===== src/rtl/sr_cmd_gen.sv =====
// sr_cmd_gen: pushbutton front-end for the lab SR flip-flop stage.
// Two raw buttons (set, clear) are synchronised and debounced, and each
// debounced rising edge becomes a one-cycle S or R pulse. S and R are never
// high together. Because the flip-flop has no reset of its own, one R pulse
// is issued right after reset.
module sr_cmd_gen #(
  parameter int DEBOUNCE_CYCLES = 4,
  parameter int CNT_W           = $clog2(DEBOUNCE_CYCLES + 1)
) (
  input  logic clk,
  input  logic rst_n,
  input  logic btn_set,
  input  logic btn_clr,
  output logic S,
  output logic R,
  output logic conflict,
  output logic sr_state
);

  // Channel indices into the per-channel vectors below.
  localparam int CH_SET = 0;
  localparam int CH_CLR = 1;

  // Last counter value before the debounced level is allowed to follow s2.
  localparam logic [CNT_W-1:0] CNT_LAST = CNT_W'(DEBOUNCE_CYCLES - 1);

  typedef enum logic {
    ST_INIT = 1'b0,
    ST_RUN  = 1'b1
  } state_e;

  // Raw button inputs, packed by channel index.
  logic [1:0] btn;
  assign btn = {btn_clr, btn_set};

  // Per-channel pipeline: synchroniser, debounced level, delayed level.
  logic [1:0] s1_q, s1_d;
  logic [1:0] s2_q, s2_d;
  logic [1:0] db_q, db_d;
  logic [1:0] db_prev_q, db_prev_d;
  logic [1:0][CNT_W-1:0] cnt_q, cnt_d;

  // Press events: rising edge of the debounced level only.
  logic [1:0] evt;

  // Control FSM and registered outputs.
  state_e state_q, state_d;
  logic   s_q, s_d;
  logic   r_q, r_d;
  logic   conflict_q, conflict_d;
  logic   sr_state_q, sr_state_d;

  // Synchroniser shift and debounce counters for both channels.
  always_comb begin
    s1_d      = btn;
    s2_d      = s1_q;
    db_prev_d = db_q;
    db_d      = db_q;
    cnt_d     = '0;
    for (int i = 0; i < 2; i++) begin
      if (s2_q[i] != db_q[i]) begin
        if (cnt_q[i] == CNT_LAST) begin
          db_d[i] = s2_q[i];
        end else begin
          cnt_d[i] = cnt_q[i] + CNT_W'(1);
        end
      end
    end
  end

  assign evt = db_q & ~db_prev_q;

  // Next-state and pulse generation; a same-edge set/clear pair is dropped.
  always_comb begin
    state_d    = state_q;
    s_d        = 1'b0;
    r_d        = 1'b0;
    conflict_d = 1'b0;
    sr_state_d = sr_state_q;
    if (s_q) begin
      sr_state_d = 1'b1;
    end else if (r_q) begin
      sr_state_d = 1'b0;
    end
    case (state_q)
      ST_INIT: begin
        r_d     = 1'b1;
        state_d = ST_RUN;
      end
      ST_RUN: begin
        s_d        = evt[CH_SET] & ~evt[CH_CLR];
        r_d        = evt[CH_CLR] & ~evt[CH_SET];
        conflict_d = evt[CH_SET] &  evt[CH_CLR];
      end
      default: begin
        state_d = ST_INIT;
      end
    endcase
  end

  // State register with synchronous active-low reset.
  always_ff @(posedge clk) begin
    if (!rst_n) begin
      s1_q       <= '0;
      s2_q       <= '0;
      db_q       <= '0;
      db_prev_q  <= '0;
      cnt_q      <= '0;
      state_q    <= ST_INIT;
      s_q        <= 1'b0;
      r_q        <= 1'b0;
      conflict_q <= 1'b0;
      sr_state_q <= 1'b0;
    end else begin
      s1_q       <= s1_d;
      s2_q       <= s2_d;
      db_q       <= db_d;
      db_prev_q  <= db_prev_d;
      cnt_q      <= cnt_d;
      state_q    <= state_d;
      s_q        <= s_d;
      r_q        <= r_d;
      conflict_q <= conflict_d;
      sr_state_q <= sr_state_d;
    end
  end

  assign S        = s_q;
  assign R        = r_q;
  assign conflict = conflict_q;
  assign sr_state = sr_state_q;

endmodule


===== config.mk =====
export PLATFORM = sky130hd
export DESIGN_NAME = sr_cmd_gen
export DESIGN_NICKNAME = d
export VERILOG_FILES = /design/src/rtl/sr_cmd_gen.sv
export SDC_FILE = /design/constraint.sdc
export NUM_CORES = 1
export LEC_CHECK = 0
export ABC_AREA = 1
export CORE_MARGIN = 3
export CORE_UTILIZATION = 40
export DETAILED_ROUTE_END_ITERATION = 16
export HOLD_SLACK_MARGIN = 0.15
export SYNTH_ARGS = -nofsm -noshare
export SYNTH_HDL_FRONTEND = slang
export SYNTH_SLANG_ARGS = --single-unit

===== constraint.sdc =====
create_clock -name clk -period 1.2 [get_ports clk]
set_clock_uncertainty 0.1 [all_clocks]
set_input_delay 0.18 -clock clk [delete_from_list [all_inputs] [get_ports clk]]
set_output_delay 0.18 -clock clk [all_outputs]
set_load 0.005 [all_outputs]

Word-level counts from Yosys, hierarchy flattened
Index checks and enable logic that the tools add are counted.
{"block": "totals", "output_inout_bits": 4, "wordCells": 39, "regBits": 19}
{"block": "op_classes", "n_eq_ne": 4, "n_bitwise": 11, "reduce_logical": 6, "n_mux": 4, "add_sub_neg": 2}
{"op": "$add 3x1->3 const B", "count": 2}
{"op": "$eq 3x2->1 const B", "count": 2}
{"op": "$not 1->1", "count": 6}
{"op": "$reduce_and 2->1", "count": 3}
{"op": "$reduce_or 3->1", "count": 2}
{"op": "$and 1x1->1", "count": 3}
{"op": "$mux 1", "count": 3}
{"op": "$and 2x2->2", "count": 1}
{"op": "$ne 1x1->1", "count": 2}
{"op": "$not 2->2", "count": 1}
{"op": "$pmux 1 s2", "count": 1}
{"op": "$reduce_bool 2->1", "count": 1}

Depth between registers and ports, before layout
{"block": "logic_depth", "word_depth": 5, "depth_mapped": 5, "depth_no_buf": 5}

Least setup slack after synthesis
No wires, ideal clock.
{"block": "synth_path", "path_kind": "register to register", "startpoint": "register cnt_q[0] (netlist name)", "endpoint": "register cnt_q[0] (netlist name)", "required_time_ps": 1036, "arrival_time_ps": 942, "path_stages_with_launch": 6, "slack_ps": 94, "path_buffers": 0, "path_cell_list": "dfxtp_1 -> ha_1 -> ha_1 -> nor2_4 -> nand3_2 -> nor2_1"}
{"block": "synth_between", "elab_chain_cells": 2}
{"element": "start: declaration", "line": "41", "text": "logic [1:0][CNT_W-1:0] cnt_q, cnt_d;"}
{"element": "start signal: assignment", "line": "119", "text": "cnt_q <= cnt_d;"}
{"element": "branches (longest 2 deep; another with $add 3x1->3)"}
Parallel ways; which one is timed is not known.
A chain may end at the register's enable or synchronous reset.

Final worst setup path
Ends and elaborated chain as after synthesis.

==> impl_metrics.csv <==
group,metric,value,unit
floorplanning,die_h,47.6,um
timing,fmax,863,MHz
clock_network,cts_max_level,1,
worst_setup_path,required,1330,ps
placed_design,pre_cts_ws,-53.0,ps
floorplanning,chipWidth,47.6,um
route,totalWireLength,966,um
timing,finalSetupViolCount,0,
global_routing,grt_start_max_net_pins,11,
hold_path,min_from,"btn_set",
synthesis,synth_compound_area_frac,0.0362,
route,vias,480,
worst_setup_path,reg2reg_to,"cnt_q[0]$_SDFF_PP0_",
final_layout,layout-drive-gt1-share,0.258,
route,first_pass_iters,3,
final_layout,final_cell_mix,"17 x inv_1, 15 x dfxtp_1, 13 x nand2_1",
pwr,leakagePower,0.417,nW
synthesis,synthXorXnorAreaFrac,0,
synthesis,yosys.area_share.adder,0.0723,
timing,hold_viol_final,0,
worst_setup_path,endpoint_kind,"flip-flop",
hold_path,hp-class,"input port to flip-flop",
route,routedWlPerCell,8.86,um
hold_path,min_to,"s1_q[0]$_SDFF_PN0_",
global_routing,grt_pass1_vias,392,
worst_setup_path,worstPathArrival,1290,ps
timing,worst_pin_slew,154,ps
placed_design,gp_congestion,0.678,
synthesis,synth_area_per_cell,8.87,sq um
timing,grt_setup_unrepaired,"false",
global_routing,grtUsageTotal,0.104,
synthesis,syn_inst,78,
worst_setup_path,r2r-start,"cnt_q[0]$_SDFF_PP0_",
synthesis,yosys-top-cells-area,"dfxtp_1 55%, inv_1 9.2%, ha_1 7.2%",
clock_network,cts_buffers,3,
route,antenna_left,0,
global_routing,antenna_found_initial,0,
placed_design,dp_hpwl,694,um
final_layout,area_growth,25.1,%
run,timing.max_cap.violations,0,
clock_network,clk_pin_slew,100,ps
synthesis,synth_seq_cells,19,
worst_setup_path,regToRegSetupSlack,40,ps
floorplanning,initial_utilization,0.444,
final_layout,fill_cells,153,
floorplanning,core,1560,sq um
clock_network,clock_sinks,19,
floorplanning,pin_count,8,
synthesis,netlist.area_leader.share,0.550,
timing,period_needed,1160,ps
synthesis,synthSimpleGateAreaFrac,0.215,
clock_network,insertion_delay,280,ps
floorplanning,die_area,2260,sq um
synthesis,synth_cell_types,13,
timing,holdWs,313,ps
global_routing,grt_pass1_wl,1620,um
pwr,vdd_ir_drop_max,0.777,mV
route,via_per_inst,4.40,
worst_setup_path,start_kind,"flip-flop",
worst_setup_path,path_max_fanout,3,
floorplanning,rows,14,
synthesis,synth_top_family_by_area,"simple AND/OR/NAND/NOR gates",
final_layout,n_antenna_cell,0,
synthesis,syn_nets,86,
route,drt_iter0_drc,6,
synthesis,synth_top_cell_by_area,"dfxtp_1",
clock_network,clockBufferDepth,2,
synthesis,syn_area,692,sq um
placed_design,portBuffers,7,
route,drcViolationCount,0,
final_layout,final_nets,102,
timing,drv_slew,0,
timing,timing.slew.headroom,0.897,
global_routing,grt.overflow.total,0,
pwr,power.density,1160,nW/um^2
hold_path,whs_path_depth,3,
synthesis,seq_area_frac_synth,0.550,
timing,min_period_over_period,0.966,
status,run_status,"completed",
final_layout,final_common_cell,"inv_1",
timing,fin_ws,40.8,ps
worst_setup_path,r2r_cells,5,
synthesis,ys_warn_count,0,
synthesis,synth.area.mux_share,0,
clock_network,cts_tree,"done",
clock_network,cts-root-buf,"clkbuf_4",
worst_setup_path,path_class,"flip-flop to flip-flop",
## critical path: stages (launching register included)
cell     delay [ps]
dfxtp_1         330
ha_1            200
ha_2            200
nor2_4          110
nand3_2          80
nor2_1           90
## Yosys cell counts
cell     count
dfxtp_1     19
inv_1       17
nand2_1     13
nor2_1      11
ha_1         4
a21oi_1      3
nand3_2      3
nor2_4       2
o21ai_0      2
buf_6        1
inv_2        1
inv_6        1
nand2_2      1
## per-layer routing
| metal | vias up | share of wire | GRT usage | wire (um) |
|---|---|---|---|---|
| met3 | 0 | 0.033 | 0.0338 | 32 |
| li1 | 261 | - | - | - |
| met2 | 8 | 0.50 | 0.160 | 485 |
| met4 | 0 | 0 | 0.0645 | 0 |
| met5 | - | 0 | 0 | 0 |
| met1 | 211 | 0.46 | 0.125 | 448 |
## through the flow
stage,TNS [ps],utilization,area [sq um],instances,power [mW]
after floorplan,0,-,692,78,0.691
after global placement,-283,0.509,793,103,0.713
after detailed placement,-350,0.509,793,103,0.714
after CTS,0,0.533,831,108,1.03
after global routing,0,0.555,866,109,1.07
final,0,0.555,866,109,1.01
## cells by family after synthesis
family / count (synthesis)
adders and majority gates: 4
and+or+nand+nor: 30
DFF: 19
buffers and inverters: 20
AOI/OAI and AO/OA: 5
## worst max-delay path by stage
stage | startpoint | endpoint | slack (ps) | depth (start not counted)
3_3_place_gp | rst_n | cnt_q[3]$_SDFF_PP0_ | -50 | 6
2_1_floorplan | cnt_q[0]$_SDFF_PP0_ | cnt_q[0]$_SDFF_PP0_ | 90 | 5
5_1_grt | cnt_q[0]$_SDFF_PP0_ | cnt_q[0]$_SDFF_PP0_ | 3 | 5
6_report | cnt_q[0]$_SDFF_PP0_ | cnt_q[0]$_SDFF_PP0_ | 40 | 5
3_5_place_dp | rst_n | cnt_q[4]$_SDFF_PP0_ | -50 | 6
4_1_cts | cnt_q[3]$_SDFF_PP0_ | cnt_q[4]$_SDFF_PP0_ | 30 | 5
## what timing repair did
action	in CTS	in global routing
resized for setup	10	6
buffers inserted	1	1
hold buffers	0	0
endpoints found under the setup margin	10	4
pin swaps	0	2
## power breakdown
part           switching, mW  internal [mW]  total (mW)
sequential           0.00595          0.643       0.649
combinational         0.0251         0.0302      0.0553
clock                  0.174          0.129       0.303
total                  0.205          0.802        1.01
## flip-flops by register name, indices dropped and copies added, names as in the netlist
signal / flops
s2_q: 2
sr_state: 1
state_q: 1
conflict: 1
s1_q: 2
S: 1
R: 1
cnt_q: 6
db_prev_q: 2
db_prev_d: 2
## cell type report
| type | instances | area [sq um] | share of cell area |
|---|---|---|---|
| Clock buffer | 4 | 26.3 | 0.0303 |
| Inverter | 19 | 76.3 | 0.0882 |
| Multi-Input combinational cell | 39 | 254 | 0.293 |
| Sequential cell | 19 | 385 | 0.445 |
| Tap cell | 16 | 20.0 | 0.0231 |
| Timing Repair Buffer | 12 | 104 | 0.120 |
No activity file was read; power rests on OpenSTA's default activity.
